## src/rtl/systolic_tile_sequencer.sv

```systemverilog
// Command sequencer for the systolic array: walks a multi-tile matmul command through
// reader/writer requests, array start and writer drain, then reports a status response.
//
// state | meaning
// ------+----------------------------------------------------
// IDLE  | ready to accept a command
// ISSUE | act/wgt/out requests for tile t outstanding
// START | requesting the array to start tile t
// RUN   | array computing tile t
// DRAIN | last tile done, waiting for writer to commit
// RESP  | status presented until accepted
module systolic_tile_sequencer #(
    parameter int DIM        = 8,
    parameter int ELEM_BYTES = 2,
    parameter int ADDR_W     = 64,
    parameter int LEN_W      = 34,
    parameter int K_W        = 20,
    parameter int TILE_W     = 16
) (
    input  logic              clock,
    input  logic              reset,
    input  logic              cmd_valid,
    output logic              cmd_ready,
    input  logic [ADDR_W-1:0] cmd_act_addr,
    input  logic [ADDR_W-1:0] cmd_wgt_addr,
    input  logic [ADDR_W-1:0] cmd_out_addr,
    input  logic [K_W-1:0]    cmd_inner_dimension,
    input  logic [TILE_W-1:0] cmd_n_tiles,
    output logic              resp_valid,
    input  logic              resp_ready,
    output logic              resp_error,
    output logic [TILE_W-1:0] resp_tiles,
    output logic              act_req_valid,
    input  logic              act_req_ready,
    output logic [ADDR_W-1:0] act_req_addr,
    output logic [LEN_W-1:0]  act_req_len,
    output logic              wgt_req_valid,
    input  logic              wgt_req_ready,
    output logic [ADDR_W-1:0] wgt_req_addr,
    output logic [LEN_W-1:0]  wgt_req_len,
    output logic              out_req_valid,
    input  logic              out_req_ready,
    output logic [ADDR_W-1:0] out_req_addr,
    output logic [LEN_W-1:0]  out_req_len,
    input  logic              out_idle,
    output logic              sa_start_valid,
    input  logic              sa_start_ready,
    output logic [K_W-1:0]    sa_inner_dimension,
    input  logic              sa_done
);
    typedef enum logic [2:0] {S_IDLE, S_ISSUE, S_START, S_RUN, S_DRAIN, S_RESP} state_t;

    state_t            state, state_nxt;
    logic [ADDR_W-1:0] act_addr_q, wgt_addr_q, out_addr_q;
    logic [K_W-1:0]    k_q;
    logic [TILE_W-1:0] n_tiles_q, t_q;
    logic              pend_act, pend_wgt, pend_out;
    logic [LEN_W-1:0]  len_a, len_o;
    logic              cmd_fire, cmd_bad, act_fire, wgt_fire, out_fire;
    logic              reqs_left, last_tile, next_tile, drain_done;

    assign len_a = LEN_W'(ELEM_BYTES * DIM) * LEN_W'(k_q);
    assign len_o = LEN_W'(ELEM_BYTES * DIM * DIM);

    assign cmd_ready  = (state == S_IDLE);
    assign cmd_fire   = cmd_valid && cmd_ready;
    assign cmd_bad    = (cmd_inner_dimension == '0) || (cmd_n_tiles == '0);
    assign act_fire   = act_req_valid && act_req_ready;
    assign wgt_fire   = wgt_req_valid && wgt_req_ready;
    assign out_fire   = out_req_valid && out_req_ready;
    assign reqs_left  = (pend_act && !act_fire) || (pend_wgt && !wgt_fire) || (pend_out && !out_fire);
    assign last_tile  = (t_q == n_tiles_q - TILE_W'(1));
    assign next_tile  = (state == S_RUN) && sa_done && !last_tile;
    assign drain_done = (state == S_DRAIN) && out_idle;

    assign act_req_valid      = pend_act;
    assign wgt_req_valid      = pend_wgt;
    assign out_req_valid      = pend_out;
    assign act_req_addr       = act_addr_q;
    assign wgt_req_addr       = wgt_addr_q;
    assign out_req_addr       = out_addr_q;
    assign act_req_len        = len_a;
    assign wgt_req_len        = len_a;
    assign out_req_len        = len_o;
    assign sa_start_valid     = (state == S_START);
    assign sa_inner_dimension = k_q;
    assign resp_valid         = (state == S_RESP);

    always_ff @(posedge clock or posedge reset) begin
        if (reset) state <= S_IDLE;
        else       state <= state_nxt;
    end

    always_comb begin
        state_nxt = state;
        unique case (state)
            S_IDLE:  if (cmd_fire) state_nxt = cmd_bad ? S_RESP : S_ISSUE;
            S_ISSUE: if (!reqs_left) state_nxt = S_START;
            S_START: if (sa_start_ready) state_nxt = S_RUN;
            S_RUN:   if (sa_done) state_nxt = last_tile ? S_DRAIN : S_ISSUE;
            S_DRAIN: if (out_idle) state_nxt = S_RESP;
            S_RESP:  if (resp_ready) state_nxt = S_IDLE;
            default: state_nxt = S_IDLE;
        endcase
    end

    // act/out addresses advance by one tile stride instead of multiplying by t
    always_ff @(posedge clock or posedge reset) begin
        if (reset) begin
            act_addr_q <= '0;
            wgt_addr_q <= '0;
            out_addr_q <= '0;
            k_q        <= '0;
            n_tiles_q  <= '0;
            t_q        <= '0;
            pend_act   <= 1'b0;
            pend_wgt   <= 1'b0;
            pend_out   <= 1'b0;
            resp_error <= 1'b0;
            resp_tiles <= '0;
        end else begin
            if (cmd_fire) begin
                act_addr_q <= cmd_act_addr;
                wgt_addr_q <= cmd_wgt_addr;
                out_addr_q <= cmd_out_addr;
                k_q        <= cmd_inner_dimension;
                n_tiles_q  <= cmd_n_tiles;
                t_q        <= '0;
                pend_act   <= !cmd_bad;
                pend_wgt   <= !cmd_bad;
                pend_out   <= !cmd_bad;
                resp_error <= cmd_bad;
                resp_tiles <= '0;
            end else if (next_tile) begin
                t_q        <= t_q + TILE_W'(1);
                act_addr_q <= act_addr_q + ADDR_W'(len_a);
                out_addr_q <= out_addr_q + ADDR_W'(len_o);
                pend_act   <= 1'b1;
                pend_wgt   <= 1'b1;
                pend_out   <= 1'b1;
            end else begin
                if (act_fire) pend_act <= 1'b0;
                if (wgt_fire) pend_wgt <= 1'b0;
                if (out_fire) pend_out <= 1'b0;
            end
            if (drain_done) resp_tiles <= n_tiles_q;
        end
    end
endmodule

```

## config.mk

```make
export PLATFORM = sky130hd
export DESIGN_NAME = systolic_tile_sequencer
export DESIGN_NICKNAME = d
export VERILOG_FILES = /design/src/rtl/systolic_tile_sequencer.sv
export SDC_FILE = /design/constraint.sdc
export NUM_CORES = 1
export LEC_CHECK = 0
export BUFFER_PORTS_ARGS = -buffer_cell sky130_fd_sc_hd__buf_2
export CAP_MARGIN = 20
export CORE_AREA = 2 2 225 227
export CTS_CLUSTER_DIAMETER = 120
export CTS_CLUSTER_SIZE = 30
export DETAILED_ROUTE_END_ITERATION = 12
export DIE_AREA = 0 0 227 229
export PLACE_DENSITY_LB_ADDON = 0.2
export SYNTH_ARGS = -nofsm -noshare
export SYNTH_HDL_FRONTEND = slang
export SYNTH_SLANG_ARGS = --single-unit
```

## constraint.sdc

```tcl
create_clock -name clock -period 7.6 [get_ports clock]
set_input_delay 0.38 -clock clock [delete_from_list [all_inputs] [get_ports clock]]
set_output_delay 0.38 -clock clock [all_outputs]
set_load 0.01 [all_outputs]
```

==> out/metrics.cfg <==
[pwr]
switching_power_mw = 3.08
power.internal_mw = 3.63
seq_power_share_pct = 39.5
peakVddDrop_mv = 0.204
pwr-share-comb_pct = 47.9
pwr-share-clk_pct = 12.5
pwr_density_cell_nw_per_um2 = 380
switching_share_pct = 45.9
totalPowerFinal_mw = 6.71
p_leak_nw = 8.68

[sta]
skew_ns = 0.0220
max_slew_margin_pct = 26.3
tns_ns = 0
rsz0062_at_grt = no
setup_viol = 0
hold_viol = 0
finalCritPeriodShare_pct = 53.9
tightest_slew_ns = 1.11
drv_slew = 0
maxClockFrequency_mhz = 244
fin_crit_ns = 4.10

[critical_path]
cp-end-kind = flop
reg2regPathDepth = 10
required_ns = 8.05
cp.arrival_ns = 4.55
timing.rr.start = n_tiles_q[9]$_DFFE_PP0P_
path_class = flop to flop
reg2reg_slack_ns = 3.50
start_kind = flop
worstPathMaxFanout = 68
r2r-end = act_req_addr[50]$_DFFE_PP0P_

[final_layout]
layout.nets = 2372
drive_gt1_share_pct = 26.9
area_growth_pct = 21.0
fin_area_um2 = 17700

[drt]
wl_per_cell_um = 17.9
drt_pass1_iterations = 5
drt_iter0_markers = 764
ant_nets = 0
dr_total_vias = 13200
vias_per_cell = 4.74
drc = 0
wl_mm = 49.8

[synthesis]
ys_seq_area_share_pct = 45.8
ys_async_sr_fraction_pct = 100
ys_seq_elements = 267
synth_top_cell_by_area = dfrtp_1
synth_flop_cell = dfrtp_1
syn_avg_cell_area_um2 = 8.62
syn_area_um2 = 14600
ys_types = 65
yosys_warnings = 0
synth_edf_count = 0
synth_top_area_share_pct = 45.8
synthTopCellsByArea = dfrtp_1 46%, nand2_1 12%, buf_4 5.3%
synth_cells = 1693

[run]
max_cap_viol_count = 0

[clock_tree]
postCtsHoldBufs = 1
tritoncts = yes
htreeDepth = 1
postCtsSetupBuffers = 0
clk_latency_ns = 0.52
path_clk_slew_ns = 0.12
cts.path.max_buffers = 3
cts_root_buf = clkbuf_16
cts-buffers-inserted = 13
cts_resized = 0
cts_sinks = 267

[floorplanning]
dieArea_um2 = 52000
core_um2 = 49700
start_util_pct = 29.4
ios = 575
row_count = 82
die_x_um = 227
fp.dieH_um = 229

[grt]
top_usage_layer = met2
grt_usage_pct = 18.7
grt_overflow = 0
use_met3_pct = 4.53
grt_start_max_net_pins = 138
grt_util_met2_pct = 31.7
grt_pass1_wl_mm = 76.8
grt_pass1_vias = 13000
antenna_found_initial = 11
gr-usage-met1_pct = 24.3

[min_path]
holdPathStages = 3
hold_path_class = input port to flop
worstHoldStart = cmd_wgt_addr[51]
whs_endpoint = wgt_req_addr[51]$_DFFE_PP0P_

[status]
status = completed

[place]
placed_cell_area_um2 = 17200
port-buffer-count = 512
gp_congestion = 0.829
dp_hpwl_mm = 36.3

-- cells in the mapped netlist (all sizes together) (5+ instances only) --
cell type	n
a221o	19
nor4	46
nor2	83
dfrtp	267
or2	5
a31oi	10
ha	23
a22o	16
nor3	43
and3	21
xnor2	88
clkbuf	64
nor2b	6
nand3	41
nor4b	7
inv	36
o21ai	110
nand2b	6
o31ai	5
or3	10
nand4	33
buf	122
a21oi	37
and2	6
xor2	37
a22oi	10
o211ai	7
a21o	10
nand2	483
-- kinds of logic (layout without fill, tap and decap cells) --
family,after synthesis,in the layout,synth area share [%]
other,2,64,0.0515
AOI/OAI and AO/OA,248,248,10.7
DFF,267,267,45.8
adders and majority gates,24,24,2.11
xor gates and xnor gates,125,125,7.50
muxes,2,2,0.137
buffers and inverters,222,582,8.81
and+or+nand+nor,803,803,24.9
-- sequential cells by signal, indices dropped and copies added (netlist names), 3 cells and up --
name and count:
out_req_addr 64, sa_inner_dimension 20, resp_tiles 16, act_req_addr 64, state 3, t_q 16
wgt_req_addr 64, n_tiles_q 16
-- layer usage --
metal  routed length, um  vias to the layer above  part of all wire (%)
li1                    -                     6392                     -
met1               21400                     6377                    43
met2               24300                      377                    49
met3                3180                       44                   6.4
met4                 783                       16                   1.6
met5                 114                        -                  0.23
-- metrics by stage --
step / cells / util, % / setup WS [ns] / hold WS (ns)
floorplan: 1753 / - / 3.69 / 0.485
global placement: 2764 / 34.7 / 3.56 / 0.454
detailed placement: 2765 / 34.7 / 3.47 / 0.457
CTS: 2784 / 35.5 / 3.44 / 0.000540
global route: 2785 / 35.5 / 3.20 / 0.0161
finish: 2787 / 35.6 / 3.50 / 0.0369
-- power groups by stage --
stage	Clock [mW]	Sequential, mW	Combinational [mW]
floorplan	0	2.75	1.97
global placement	0	2.66	3.23
detailed placement	0	2.67	3.25
CTS	0.887	2.66	3.26
global route	0.928	2.76	3.61
finish	0.842	2.66	3.22
-- cell usage in the layout, fill, tap and decap left out, types with 23 or more instances in the layout --
cell	n
nor3_1	41
inv_1	35
o21ai_0	95
xnor2_1	88
buf_2	512
nand3_1	41
dfrtp_1	267
xor2_1	37
nand2_1	481
a21oi_1	36
ha_1	23
nor4_1	44
nand4_1	33
conb_1	62
nor2_1	82
-- worst max path at each step --
stage | slack [ns] | to | start | cells after the start
final | 3.50 | act_req_addr[50]$_DFFE_PP0P_ | n_tiles_q[9]$_DFFE_PP0P_ | 10
after global routing | 3.20 | act_req_addr[50]$_DFFE_PP0P_ | n_tiles_q[2]$_DFFE_PP0P_ | 10
after CTS | 3.44 | act_req_addr[50]$_DFFE_PP0P_ | n_tiles_q[9]$_DFFE_PP0P_ | 10
after detailed placement | 3.47 | act_req_addr[50]$_DFFE_PP0P_ | n_tiles_q[9]$_DFFE_PP0P_ | 10
after global placement | 3.56 | act_req_addr[50]$_DFFE_PP0P_ | n_tiles_q[9]$_DFFE_PP0P_ | 10
after floorplan | 3.69 | act_req_addr[0]$_DFFE_PP0P_ | reset | 1
-- critical path: stages (launching register included) --
cell and delay [ns]:
dfrtp_1 0.47, or3_1 0.41, or3_1 0.37, xnor2_1 0.18
a31oi_1 0.10, nor3_1 0.60, a21o_4 0.47, buf_4 0.75
nand2_2 0.30, o211a_1 0.22, o21ai_1 0.13
-- final cells by class --
cell class / count / area [um^2]
Antenna cell: 2 / 5.00
Sequential cell: 267 / 6680
Fill cell: 5329 / 32000
Timing Repair Buffer: 528 / 2720
Clock inverter: 4 / 37.5
Clock buffer: 14 / 339
Inverter: 36 / 139
Multi-Input combinational cell: 1264 / 6890
Tap cell: 672 / 841
(Power assumes the default switching activity.)
